===== src/rtl/div_pkg.sv =====
// Shared types and constants for the radix-2 restoring divider.
package div_pkg;

    typedef enum logic {
        DIV_IDLE = 1'b0,
        DIV_RUN  = 1'b1
    } div_state_t;

    localparam int DIV_WIDTH = 32;
    localparam int DIV_CNT_W = $clog2(DIV_WIDTH + 1);

endpackage : div_pkg


===== src/rtl/radix2_div_engine.sv =====
// Multicycle restoring radix-2 divider for MIPS32 DIV/DIVU, one quotient bit per cycle.
// Optional DIV_EARLY_OUT_EN: finish in one cycle when |divisor| > |dividend|.
module radix2_div_engine
    import div_pkg::*;
#(
    parameter int WIDTH = DIV_WIDTH
) (
    input  logic             clock,
    input  logic             reset,
    input  logic             op_div,
    input  logic             op_divu,
    input  logic [WIDTH-1:0] dividend,
    input  logic [WIDTH-1:0] divisor,
    output logic [WIDTH-1:0] quotient,
    output logic [WIDTH-1:0] remainder,
    output logic             stall
);

    localparam int CNT_W = $clog2(WIDTH + 1);
    localparam logic [WIDTH-1:0] ONE = {{(WIDTH-1){1'b0}}, 1'b1};

    div_state_t       state_q, state_d;
    logic [CNT_W-1:0] cnt_q, cnt_d;
    logic [WIDTH-1:0] q_q, q_d;
    logic [WIDTH-1:0] rem_q, rem_d;
    logic [WIDTH-1:0] dvs_q, dvs_d;
    logic             neg_quo_q, neg_quo_d;
    logic             neg_rem_q, neg_rem_d;
`ifdef DIV_EARLY_OUT_EN
    logic             early_q, early_d;
`endif

    logic             start_s;
    logic             signed_s;
    logic [WIDTH-1:0] dd_mag_s;
    logic [WIDTH-1:0] dv_mag_s;
    logic [WIDTH:0]   rem_sh_s;
    logic [WIDTH:0]   trial_s;

    assign start_s  = op_div | op_divu;
    assign signed_s = op_div;
    assign dd_mag_s = (signed_s && dividend[WIDTH-1]) ? (~dividend + ONE) : dividend;
    assign dv_mag_s = (signed_s && divisor[WIDTH-1])  ? (~divisor + ONE)  : divisor;

    // The trial MSB is the borrow: it is set exactly when rem_sh < divisor.
    assign rem_sh_s = {rem_q, q_q[WIDTH-1]};
    assign trial_s  = rem_sh_s - {1'b0, dvs_q};

    // Next-state and datapath update for the start and iterate phases.
    always_comb begin
        state_d   = state_q;
        cnt_d     = cnt_q;
        q_d       = q_q;
        rem_d     = rem_q;
        dvs_d     = dvs_q;
        neg_quo_d = neg_quo_q;
        neg_rem_d = neg_rem_q;
`ifdef DIV_EARLY_OUT_EN
        early_d   = early_q;
`endif
        case (state_q)
            DIV_IDLE: begin
                if (start_s) begin
                    state_d   = DIV_RUN;
                    cnt_d     = CNT_W'(WIDTH);
                    q_d       = dd_mag_s;
                    rem_d     = {WIDTH{1'b0}};
                    dvs_d     = dv_mag_s;
                    // A zero divisor leaves the all-ones quotient unsigned.
                    neg_quo_d = signed_s & (dividend[WIDTH-1] ^ divisor[WIDTH-1])
                                & (divisor != {WIDTH{1'b0}});
                    neg_rem_d = signed_s & dividend[WIDTH-1];
`ifdef DIV_EARLY_OUT_EN
                    early_d   = 1'b0;
                    if (dv_mag_s > dd_mag_s) begin
                        cnt_d   = CNT_W'(1);
                        q_d     = {WIDTH{1'b0}};
                        rem_d   = dd_mag_s;
                        early_d = 1'b1;
                    end else begin
                        early_d = 1'b0;
                    end
`endif
                end else begin
                    state_d = DIV_IDLE;
                end
            end
            DIV_RUN: begin
`ifdef DIV_EARLY_OUT_EN
                if (!early_q) begin
`else
                begin
`endif
                    if (trial_s[WIDTH]) begin
                        rem_d = rem_sh_s[WIDTH-1:0];
                        q_d   = {q_q[WIDTH-2:0], 1'b0};
                    end else begin
                        rem_d = trial_s[WIDTH-1:0];
                        q_d   = {q_q[WIDTH-2:0], 1'b1};
                    end
                end
                cnt_d = cnt_q - CNT_W'(1);
                if (cnt_q == CNT_W'(1)) begin
                    state_d = DIV_IDLE;
                end else begin
                    state_d = DIV_RUN;
                end
            end
            default: begin
                state_d = DIV_IDLE;
            end
        endcase
    end

    // State and datapath registers with synchronous reset.
    always_ff @(posedge clock) begin
        if (reset) begin
            state_q   <= DIV_IDLE;
            cnt_q     <= {CNT_W{1'b0}};
            q_q       <= {WIDTH{1'b0}};
            rem_q     <= {WIDTH{1'b0}};
            dvs_q     <= {WIDTH{1'b0}};
            neg_quo_q <= 1'b0;
            neg_rem_q <= 1'b0;
`ifdef DIV_EARLY_OUT_EN
            early_q   <= 1'b0;
`endif
        end else begin
            state_q   <= state_d;
            cnt_q     <= cnt_d;
            q_q       <= q_d;
            rem_q     <= rem_d;
            dvs_q     <= dvs_d;
            neg_quo_q <= neg_quo_d;
            neg_rem_q <= neg_rem_d;
`ifdef DIV_EARLY_OUT_EN
            early_q   <= early_d;
`endif
        end
    end

    assign stall     = (state_q == DIV_RUN);
    assign quotient  = neg_quo_q ? (~q_q + ONE) : q_q;
    assign remainder = neg_rem_q ? (~rem_q + ONE) : rem_q;

endmodule : radix2_div_engine

===== config.mk =====
export PLATFORM = sky130hd
export DESIGN_NAME = radix2_div_engine
export DESIGN_NICKNAME = d
export VERILOG_FILES = /design/src/rtl/div_pkg.sv /design/src/rtl/radix2_div_engine.sv
export SDC_FILE = /design/constraint.sdc
export NUM_CORES = 1
export LEC_CHECK = 0
export ABC_CLOCK_PERIOD_IN_PS = 4400
export BUFFER_PORTS_ARGS = -buffer_cell sky130_fd_sc_hd__clkbuf_2
export CORE_UTILIZATION = 38
export CTS_BUF_LIST = sky130_fd_sc_hd__clkbuf_2 sky130_fd_sc_hd__clkbuf_4 sky130_fd_sc_hd__clkbuf_8
export CTS_CLUSTER_DIAMETER = 30
export DETAILED_ROUTE_END_ITERATION = 10
export MAX_ROUTING_LAYER = met4
export REMOVE_ABC_BUFFERS = 1
export SLEW_MARGIN = 20
export SYNTH_ARGS = -nofsm -noshare
export SYNTH_HDL_FRONTEND = slang
export SYNTH_SLANG_ARGS = --single-unit
export TNS_END_PERCENT = 20

===== constraint.sdc =====
create_clock -name clock -period 4.4 [get_ports clock]
set_input_delay 0.44 -clock clock [delete_from_list [all_inputs] [get_ports clock]]
set_output_delay 0.44 -clock clock [all_outputs]
set_load 0.005 [all_outputs]

Yosys cells after proc, flatten, opt, wreduce, memory -nomap -nowiden
Index checks and enable logic that the tools add are counted.
Widths: inputs -> output; s select.
{"block": "classes", "n_mux": 15, "bitwise": 10, "n_shift": 0, "n_mul": 0, "n_reduce_logical": 4, "add_sub_neg": 6, "n_eq_ne": 2, "div": 0, "magnitude_cmp": 0}
{"operator": "$mux 32", "count": 7}
{"operator": "$add 32x1->32 const B", "count": 4}
{"operator": "$not 32->32", "count": 4}
{"operator": "$pmux 32 s2", "count": 2}
{"operator": "$sub 33x32->33", "count": 1}
{"operator": "$reduce_bool 32->1", "count": 1}
{"operator": "$pmux 6 s2", "count": 1}
{"operator": "$eq 6x1->1 const B", "count": 1}
{"operator": "$mux 6", "count": 1}
{"operator": "$sub 6x1->6 const B", "count": 1}
{"operator": "$and 1x1->1", "count": 3}
{"operator": "$mux 1", "count": 3}
{"operator": "$logic_and 1x1->1", "count": 2}
{"operator": "$ne 2x2->1 const B", "count": 1}
{"operator": "$pmux 1 s2", "count": 1}
{"operator": "$reduce_and 2->1", "count": 1}
{"operator": "$not 1->1", "count": 1}
{"operator": "$or 1x1->1", "count": 1}
{"operator": "$xor 1x1->1", "count": 1}
{"block": "word_totals", "latchBits": 0, "in_bits": 68, "mem_bits_rw": 0, "mem_bits_ro": 0, "wordCells": 44, "ff_bits": 105, "n_memories": 0, "out_inout_bits": 65}

Longest topological paths before layout
Gate-level depths: netlist (run 1).
{"block": "logic_depth", "word_depth": 5, "mapped_depth": 14, "ltp_nobuf": 12}

Least setup slack after synthesis (run 1)
OpenSTA, ideal clock, no wires.
{"block": "synth_path", "path_type": "flip-flop to flip-flop", "start": "register q_q[31]", "end": "register rem_q[29]", "arrival_time_ps": 3059, "period_less_slack_ps": 3180, "setup_ps": 122, "path_slack_ps": 1220, "required_time_ps": 4278, "stages_incl_launch_ff": 15, "n_path_buf": 2, "path_cell_list": "dfxtp_1 -> inv_1 -> ha_1 -> fa_1 -> nor2b_4 -> o31a_1 -> or4_4 -> a21oi_4 -> o211ai_2 -> o31a_1 -> o311ai_1 -> buf_4 -> buf_12 -> nor2_2 -> a221o_1"}
{"block": "synth_via", "elab_chain_cells": 3}
{"element": "from (decl)", "line": "radix2_div_engine.sv:24", "source": "logic [WIDTH-1:0] q_q, q_d;"}
{"element": "from (signal assigned)", "line": "radix2_div_engine.sv:120", "source": "q_q <= {WIDTH{1'b0}};"}
{"element": "from (signal assigned)", "line": "radix2_div_engine.sv:131", "source": "q_q <= q_d;"}
{"element": "$sub 33x32->33", "line": "radix2_div_engine.sv:47", "source": "assign trial_s = rem_sh_s - {1'b0, dvs_q};"}
{"element": "$mux 32", "line": "radix2_div_engine.sv:94", "source": "if (trial_s[WIDTH]) begin"}
{"element": "$pmux 32 s2", "line": "radix2_div_engine.sv:61", "source": "case (state_q)"}
{"element": "to (signal assigned)", "line": "radix2_div_engine.sv:121", "source": "rem_q <= {WIDTH{1'b0}};"}
{"element": "to (signal assigned)", "line": "radix2_div_engine.sv:132", "source": "rem_q <= rem_d;"}
{"element": "to (decl)", "line": "radix2_div_engine.sv:25", "source": "logic [WIDTH-1:0] rem_q, rem_d;"}
Every way passes these cells.
A chain may end at the register's enable or synchronous reset.

Worst setup path in the final report (run 1)
{"block": "layout_path", "start": "register rem_q[2]", "end": "output remainder[28]"}
{"block": "layout_via", "elab_chain_cells": 3}
{"element": "$not 32->32", "line": "radix2_div_engine.sv:144", "source": "assign remainder = neg_rem_q ? (~rem_q + ONE) : rem_q;"}
{"element": "$add 32x1->32", "line": "radix2_div_engine.sv:144"}
{"element": "$mux 32", "line": "radix2_div_engine.sv:144"}
{"element": "to (decl)", "line": "radix2_div_engine.sv:15", "source": "output logic [WIDTH-1:0] remainder,"}
Every way passes these cells.

==> impl_metrics.toml, run 1 <==
[outcome]
outcome = "complete, no violations"

[min_path]
hp-class = "in -> reg"
hold_depth = 3

[timing]
max_freq_mhz = 258
finalHoldViolCount = 0
worst_slack_ns = 0.526
grt_setup_unrepaired = "no"
fin_skew_ns = 0.0185
setup_violations = 0
tns_ns = 0
post-route-period-util_pct = 88.1
fin_crit_ns = 3.87
max-slew-margin-rel_pct = 33.2
slew_viol_final = 0
tightest_slew_ns = 1.00

[critical_path]
crit_chain = "nor4_4 -> nand4_1 -> or4_4 -> or4_1 -> or4_4 -> o31ai_4 -> xnor2_1 -> clkbuf_2"
criticalPathCategory = "reg -> out"
cp-end-kind = "primary output"
critPathRequiredTime_ns = 3.96
crit_family = "simple AND/OR/NAND/NOR gates"
cp.arrival_ns = 3.43
crit_path_frequent_cell = "or4_4"
worst-path-buf-inv = 1
critPathLaunchType = "flip-flop"
worst_r2r_path_depth = 13
critPathMaxFanout = 7
slowest_stage = "nor4_4"
cp.depth = 8
crit_path_max_incr_delay_ns = 0.51

[routing]
ant_nets = 0
num_vias = 8382
drc = 0
routed_wl_um = 23400
drtIter0Drc = 481
drt_first_pass_iters = 5
drt-vias-per-instance = 5.41
wl_per_cell_um = 15.1

[global_route]
grt_pass1_vias = 7740
grt_overflow_total = 0
antenna_found_initial = 0
grt_usage_pct = 20.8
grt_max_degree = 80
grt_pass1_wl_um = 38900

[synth]
ys_ff_latch = 105
syn_avg_cell_area_um2 = 7.43
synth_area_leader_cell = "dfxtp_1"
yosys-top-cells-area = "dfxtp_1 24%, xnor2_1 9.6%, nor2_1 6.2%"
yosysUniqueCellTypes = 65
synth_edf_count = 0
syn_inst = 1178
seq_area_frac_synth_pct = 24.0
synth-main-ff-cell = "dfxtp_1"
postSynth.asyncResetShare_pct = 0
yosys_warnings = 0
synth_top_area_share_pct = 24.0
syn-cell-area_um2 = 8750

[floorplan]
io_pins = 133
die_x_um = 154
core_um2 = 22600
die_height_um = 154
start_util_pct = 38.7
die_area_um2 = 23600
rows = 55

[cells_and_area]
drive_gt1_share_pct = 14.5
n_fill_cell = 2324
antenna_cells = 0
finalCoreUtilization_pct = 43.1
nets = 1365
layout_commonest_cell = "nor2_1"
final_cell_mix = "143 x nor2_1, 132 x clkbuf_2, 104 x dfxtp_1"
syn_to_final_growth_pct = 11.4
final_cell_area_um2 = 9750

[clocking]
root_buffer = "clkbuf_8"
clk_latency_ns = 0.39
cts_buffers = 9
post_cts_resized = 0
cts-hold-fix-buffers = 0
tritoncts = "built"
postCtsSetupRepairBufs = 0
path_clk_slew_ns = 0.11
clockBufferDepth = 2
cts_max_level = 3
cts.sinks = 105

[power_and_ir_drop]
power_density_nw_per_um2 = 777
power.leakage_nw = 3.93
max-vdd-ir-drop_v = 0.000803

[job]
maxCapViolCount = 0

[place]
detailed_place.area_um2 = 9550
gp_congestion = 0.841
dp_hpwl_um = 17900
io_buffers = 132
dp_slack_ns = 0.862
[report_power, final]
group | switching [mW] | total (mW) | internal, mW
registers | 0.353 | 1.50 | 1.14
clock network | 0.368 | 0.626 | 0.258
logic | 2.88 | 5.45 | 2.57
[cell families (layout without fill, tap and decap cells)]
family	Yosys count	in the layout	synth area share, %
flops	105	105	24.0
buf+inv	134	219	6.52
mux	32	32	3.69
xor+xnor	137	137	13.7
fa+ha+maj	39	39	5.66
simple gates	377	377	20.4
compound gates	354	354	26.0
[sequential cells by signal, indices dropped and copies added, names as in the netlist]
signal     cells
dvs_q         32
neg_quo_q      1
q_q           32
rem_q         32
stall          1
cnt_q          6
neg_rem_q      1
[area by class of cell]
class	instances	area [um^2]	share of cell area [%]
clock inverters	4	32.5	0.334
well taps	285	357	3.66
inverters	60	225	2.31
flip-flops and latches	105	2100	21.6
repair buffers	143	756	7.75
multi-input cells	939	6110	62.7
clock buffers	12	165	1.69
[final timing paths]
check	from	endpoint	slack (ns)
setup / recovery	rem_q[2]	remainder[28]	0.53
hold / removal	divisor[31]	dvs_q[31]	0.33
setup reg to reg	q_q[31]	rem_q[1]	0.83
hold reg to reg	dvs_q[0]	dvs_q[0]	0.47
[layer usage]
layer | track usage [%] | vias up | wire length, um
met5 | - | - | 0
met4 | 5.95 | 0 | 369
met3 | 2.85 | 23 | 1070
met2 | 34.0 | 193 | 11000
met1 | 26.6 | 3795 | 11000
li1 | - | 4371 | -
[tightest hold or removal path: stages]
cell and delay [ns]:
clkbuf_2 0.11, nand3_1 0.07, a21oi_1 0.06
[per-stage QoR]
step | instances | hold WS, ns | power [mW]
after floorplan | 1104 | 0.426 | 4.72
after global placement | 1532 | 0.440 | 6.92
after detailed placement | 1532 | 0.466 | 6.98
after CTS | 1548 | 0.311 | 7.62
after global routing | 1548 | 0.338 | 8.28
final | 1548 | 0.332 | 7.57
[cells in the mapped netlist (all sizes together) (11+ instances only)]
| library cell | instances |
|---|---|
| inv | 60 |
| nand3 | 16 |
| a211oi | 52 |
| nand2 | 103 |
| a21oi | 93 |
| o31ai | 30 |
| buf | 14 |
| ha | 38 |
| o21ai | 95 |
| dfxtp | 105 |
| a311oi | 11 |
| nor2 | 145 |
| o41ai | 15 |
| clkbuf | 60 |
| nor3 | 21 |
| or4 | 20 |
| nand4 | 13 |
| mux2i | 30 |
| or3 | 20 |
| xor2 | 41 |
| xnor2 | 96 |
No activity file was read; power rests on OpenSTA's default activity.
==> inputs of run 2 (changes only) <==
--- a/config.mk
+++ b/config.mk
@@ -5,14 +5,14 @@
 export SDC_FILE = /design/constraint.sdc
 export NUM_CORES = 1
 export LEC_CHECK = 0
-export ABC_CLOCK_PERIOD_IN_PS = 4400
+export ABC_CLOCK_PERIOD_IN_PS = 4900
 export BUFFER_PORTS_ARGS = -buffer_cell sky130_fd_sc_hd__clkbuf_2
+export CORE_MARGIN = 1
 export CORE_UTILIZATION = 38
 export CTS_BUF_LIST = sky130_fd_sc_hd__clkbuf_2 sky130_fd_sc_hd__clkbuf_4 sky130_fd_sc_hd__clkbuf_8
 export CTS_CLUSTER_DIAMETER = 30
 export DETAILED_ROUTE_END_ITERATION = 10
 export MAX_ROUTING_LAYER = met4
-export REMOVE_ABC_BUFFERS = 1
 export SLEW_MARGIN = 20
 export SYNTH_ARGS = -nofsm -noshare
 export SYNTH_HDL_FRONTEND = slang
==> constraint.sdc (replaced) <==
create_clock -name clock -period 4.9 [get_ports clock]
set_input_delay 0.49 -clock clock [delete_from_list [all_inputs] [get_ports clock]]
set_output_delay 0.49 -clock clock [all_outputs]
set_load 0.005 [all_outputs]
==> run 2 against run 1 <==
Cell count is essentially flat. Clock power down 7.3%. Clock skew decreased by 0.0033 ns. Count of clock-buffer cells in the layout fell by 2. Flip-flop and latch count is the same. Critical path depth unchanged. Hold slack improved by 0.051 ns. Sequential share of layout area is 0.064 points higher. Critical path type unchanged. Critical endpoint unchanged. Largest power group unchanged. Highest routed layer unchanged.
==> impl_metrics.toml, run 2 (synthesized netlist as in run 1, its figures left out) <==
[outcome]
outcome = "complete, no violations"

[timing]
post-route-period-util_pct = 81.5
finalHoldViolCount = 0
setup_violations = 0
tightest_slew_ns = 1.02
max_freq_mhz = 250
whs_ns = 0.383
max-slew-margin-rel_pct = 31.7
slew_viol_final = 0
fin_crit_ns = 3.99
fin_skew_ns = 0.0152
grt_setup_unrepaired = "no"
tns_ns = 0

[global_route]
grt_max_degree = 66
antenna_found_initial = 2
grt_pass1_wl_um = 39200
grt_usage_pct = 20.9
grt_overflow_total = 0
grt_pass1_vias = 7694

[critical_path]
crit_chain = "nor4_4 -> nand4_1 -> or4_4 -> or4_1 -> or4_4 -> o31ai_4 -> xnor2_1 -> clkbuf_2"
critPathMaxFanout = 7
criticalPathCategory = "reg -> out"
critPathRequiredTime_ns = 4.41
crit_path_frequent_cell = "or4_4"
slowest_stage = "nor4_4"
cp.arrival_ns = 3.50
critPathLaunchType = "flip-flop"
cp-end-kind = "primary output"
crit_path_max_incr_delay_ns = 0.53

[synth]
synth_nets = 1285

[clocking]
clockBufferDepth = 2
post_cts_resized = 0
clk_latency_ns = 0.39
cts.sinks = 105
cts_buffers = 9
path_clk_slew_ns = 0.11
cts-hold-fix-buffers = 0
postCtsSetupRepairBufs = 0
cts_max_level = 3
tritoncts = "built"
root_buffer = "clkbuf_8"

[routing]
drc = 0
num_vias = 8371
drt-vias-per-instance = 5.41
drtIter0Drc = 471
routed_wl_um = 23800
wl_per_cell_um = 15.4
ant_nets = 0
drt_first_pass_iters = 4

[job]
maxCapViolCount = 0

[floorplan]
core_um2 = 22600
die_area_um2 = 23600
rows = 55
io_pins = 133
die_height_um = 154
die_x_um = 154
start_util_pct = 38.7

[cells_and_area]
layout_commonest_cell = "nor2_1"
final_cell_mix = "143 x nor2_1, 132 x clkbuf_2, 104 x dfxtp_1"
nets = 1362
syn_to_final_growth_pct = 11.1
reg_top3 = "dvs_q (32), q_q (32), rem_q (32)"
drive_gt1_share_pct = 14.3

[power_and_ir_drop]
max-vdd-ir-drop_v = 0.000652
power.leakage_nw = 3.91
power_density_nw_per_um2 = 697
finalPower_mw = 6.78

[min_path]
hp-class = "in -> reg"

[place]
gp_congestion = 0.895
dp_hpwl_um = 17900
io_buffers = 132
## run 2: final cells by class
class                           count  area (um^2)
Multi-Input combinational cell    939         6110
Clock buffer                       10          131
Tap cell                          285          357
Antenna cell                        2         5.00
Clock inverter                      6         67.6
Timing Repair Buffer              140          721
Fill cell                        2395        12900
Sequential cell                   105         2100
Inverter                           60          225
## run 2: per-stage QoR
stage | area (um^2) | setup slack (ns) | util (%) | instances
after floorplan | 8750 | 1.72 | - | 1178
after global placement | 9510 | 1.33 | 42.0 | 1529
after detailed placement | 9510 | 1.26 | 42.0 | 1529
after CTS | 9710 | 0.873 | 42.9 | 1545
after global routing | 9720 | 0.714 | 42.9 | 1547
final | 9720 | 0.907 | 42.9 | 1547
## run 2: final timing paths
kind / from / end / slack, ns / depth (start not counted)
setup / recovery: rem_q[2] / remainder[28] / 0.91 / 8
setup reg to reg: q_q[31] / rem_q[20] / 1.23 / 13
hold reg to reg: dvs_q[31] / dvs_q[31] / 0.46 / 2
hold / removal: divisor[31] / dvs_q[31] / 0.38 / 3
## run 2: layer usage
metal | track usage (%) | part of all wire, % | vias up
met3 | 3.58 | 4.5 | 15
li1 | - | - | 4359
met5 | - | 0 | -
met1 | 27.6 | 49 | 3847
met2 | 33.3 | 46 | 150
met4 | 4.71 | 1.0 | 0
## run 2: report_power, final
group / switching (mW) / total (mW) / internal [mW]
Sequential: 0.321 / 1.35 / 1.03
Clock: 0.334 / 0.580 / 0.245
Combinational: 2.59 / 4.85 / 2.26
## run 2: critical path, delay by kind of cell, from the launching register on
family                    cells  cell delay, ns
DFF                           1            0.42
AOI/OAI and AO/OA             1            0.20
buffers and inverters         1            0.13
and+or+nand+nor               5            2.20
xor gates and xnor gates      1            0.15
==> inputs of run 3 (changes only) <==
--- a/config.mk
+++ b/config.mk
@@ -5,7 +5,8 @@
 export SDC_FILE = /design/constraint.sdc
 export NUM_CORES = 1
 export LEC_CHECK = 0
-export ABC_CLOCK_PERIOD_IN_PS = 4900
+export ABC_AREA = 1
+export ABC_CLOCK_PERIOD_IN_PS = 3500
 export BUFFER_PORTS_ARGS = -buffer_cell sky130_fd_sc_hd__clkbuf_2
 export CORE_MARGIN = 1
 export CORE_UTILIZATION = 38
==> constraint.sdc (replaced) <==
create_clock -name clock -period 3.5 [get_ports clock]
set_input_delay 0.35 -clock clock [delete_from_list [all_inputs] [get_ports clock]]
set_output_delay 0.35 -clock clock [all_outputs]
set_load 0.005 [all_outputs]
==> run 3 against run 2 <==
Cell area rose by 20%. First-iteration DRC count is 87% higher. Synthesized cell count increased by 51%. Clock power rose by 46%. Total power is 24% higher. Clock skew rose by 0.0081 ns. Critical path type unchanged. Critical endpoint unchanged. Largest cell class unchanged.
==> impl_metrics.toml, run 3 <==
[clocking]
cts_buffers = 9
clockBufferDepth = 2
clk_latency_ns = 0.41
cts-hold-fix-buffers = 0
tritoncts = "built"
root_buffer = "clkbuf_8"
path_clk_slew_ns = 0.12
postCtsSetupRepairBufs = 0
post_cts_resized = 0
cts.sinks = 105
cts_max_level = 3

[timing]
worst_slack_ns = 0.422
tightest_slew_ns = 1.07
slew_viol_final = 0
max-slew-margin-rel_pct = 28.3
tns_ns = 0
fin_skew_ns = 0.0233
finalHoldViolCount = 0
setup_violations = 0
fin_crit_ns = 3.08
post-route-period-util_pct = 88.0
grt_setup_unrepaired = "no"
max_freq_mhz = 325

[global_route]
grt_max_degree = 51
grt_pass1_vias = 10870
grt_overflow_total = 0
grt_usage_pct = 26.3
grt_pass1_wl_um = 57200
antenna_found_initial = 2

[critical_path]
cp.arrival_ns = 2.73
critPathLaunchType = "flip-flop"
critPathRequiredTime_ns = 3.15
cp-end-kind = "primary output"
criticalPathCategory = "reg -> out"
critPathMaxFanout = 5

[min_path]
hp-class = "in -> reg"

[synth]
ys_ff_latch = 105
postSynth.asyncResetShare_pct = 0
yosys_warnings = 0
yosysMostFrequentCell = "nand2_1"
synth_top_area_share_pct = 20.0
syn_avg_cell_area_um2 = 5.89
synth-main-ff-cell = "dfxtp_1"
synth_commonest_cells = "501 x nand2_1, 274 x inv_1, 181 x nor2_1"
yosysUniqueCellTypes = 48
yosys-top-cells-area = "dfxtp_1 20%, nand2_1 18%, inv_1 9.8%"
syn-cell-area_um2 = 10500
syn_inst = 1784
synth_edf_count = 0
synth_nets = 1891
synth_area_leader_cell = "dfxtp_1"
seq_area_frac_synth_pct = 20.0

[place]
gp_congestion = 0.981
dp_hpwl_um = 29300
io_buffers = 132
placed_cells = 2218
dp_slack_ns = 0.808

[routing]
ant_nets = 0
routed_wl_um = 35800
drt_first_pass_iters = 5
wl_per_cell_um = 16.0
met1_length_um = 17400
num_vias = 11529
routed.top_layer = "met4"
drtIter0Drc = 880
drt-vias-per-instance = 5.16
wl_met3_um = 1790
drc = 0
wl_met2_um = 15700

[floorplan]
io_pins = 133
die_area_um2 = 28300
core_um2 = 27000
rows = 60
die_x_um = 168
die_height_um = 168
start_util_pct = 38.9

[power_and_ir_drop]
power_density_nw_per_um2 = 723
power.leakage_nw = 5.88
max-vdd-ir-drop_v = 0.000373
finalPower_mw = 8.42

[cells_and_area]
layout_commonest_cell = "nand2_1"
reg_top3 = "dvs_q (32), q_q (32), rem_q (32)"
finalNonFillerCells = 2235
drive_gt1_share_pct = 14.7
syn_to_final_growth_pct = 10.9
finalCoreUtilization_pct = 43.1
final_cell_mix = "501 x nand2_1, 274 x inv_1, 180 x nor2_1"
nets = 1995
n_fill_cell = 2962

[job]
maxCapViolCount = 0

[outcome]
outcome = "complete, no violations"
[run 3: power breakdown]
group	internal (mW)	leakage, nW	switching (mW)
Sequential	1.37	0.863	0.264
Combinational	1.98	4.90	3.96
Clock	0.365	0.108	0.481
Total	3.72	5.88	4.70
[run 3: worst max-delay path, stage by stage (launching register included)]
cell and delay [ns]:
dfxtp_1 0.37, inv_1 0.19, ha_1 0.18, inv_1 0.06
nor3_2 0.16, nand3_1 0.16, nor3_2 0.16, nand2_1 0.18
nor2_2 0.18, nand3_1 0.09, nand2_1 0.07, nand2_1 0.04
nand2_1 0.04, o21ai_0 0.22, clkbuf_2 0.21
[run 3: metrics by stage]
stage	instance area, um^2	hold WS (ns)
3_5_place_dp	11400	0.462
3_3_place_gp	11400	0.453
5_1_grt	11600	0.251
6_report	11600	0.240
2_1_floorplan	10500	0.426
4_1_cts	11600	0.221
[run 3: cells by family (layout without fill, tap and decap cells)]
logic type	Yosys count	count (layout)	share of synthesized area, %
AND/OR/NAND/NOR	969	969	41.3
buffers and inverters	340	449	12.7
AO/OA/AOI/OAI	246	246	14.2
flip-flops	105	105	20.0
XOR/XNOR	85	85	7.09
adder cells (fa/ha/maj)	39	39	4.72
other	0	1	0
[run 3: layout make-up]
type	instances	area, um^2	area share (%)
Tap cell	341	427	3.66
Timing Repair Buffer	145	758	6.51
Clock buffer	11	145	1.25
Multi-Input combinational cell	1339	7070	60.7
Antenna cell	1	2.50	0.0215
Inverter	288	1080	9.28
Sequential cell	105	2100	18.1
Clock inverter	5	61.3	0.526
[run 3: final timing paths]
path	depth (start not counted)	slack, ns	to	start
max	14	0.42	remainder[28]	rem_q[0]
min reg2reg	1	0.48	cnt_q[4]	cnt_q[4]
min	3	0.24	q_q[26]	dividend[26]
max reg2reg	13	0.84	rem_q[3]	rem_q[28]
[run 3: layer usage]
layer,global-route usage [%],up-vias
li1,-,5909
met3,3.34,57
met1,35.0,5233
met5,-,-
met4,7.94,0
met2,41.5,330
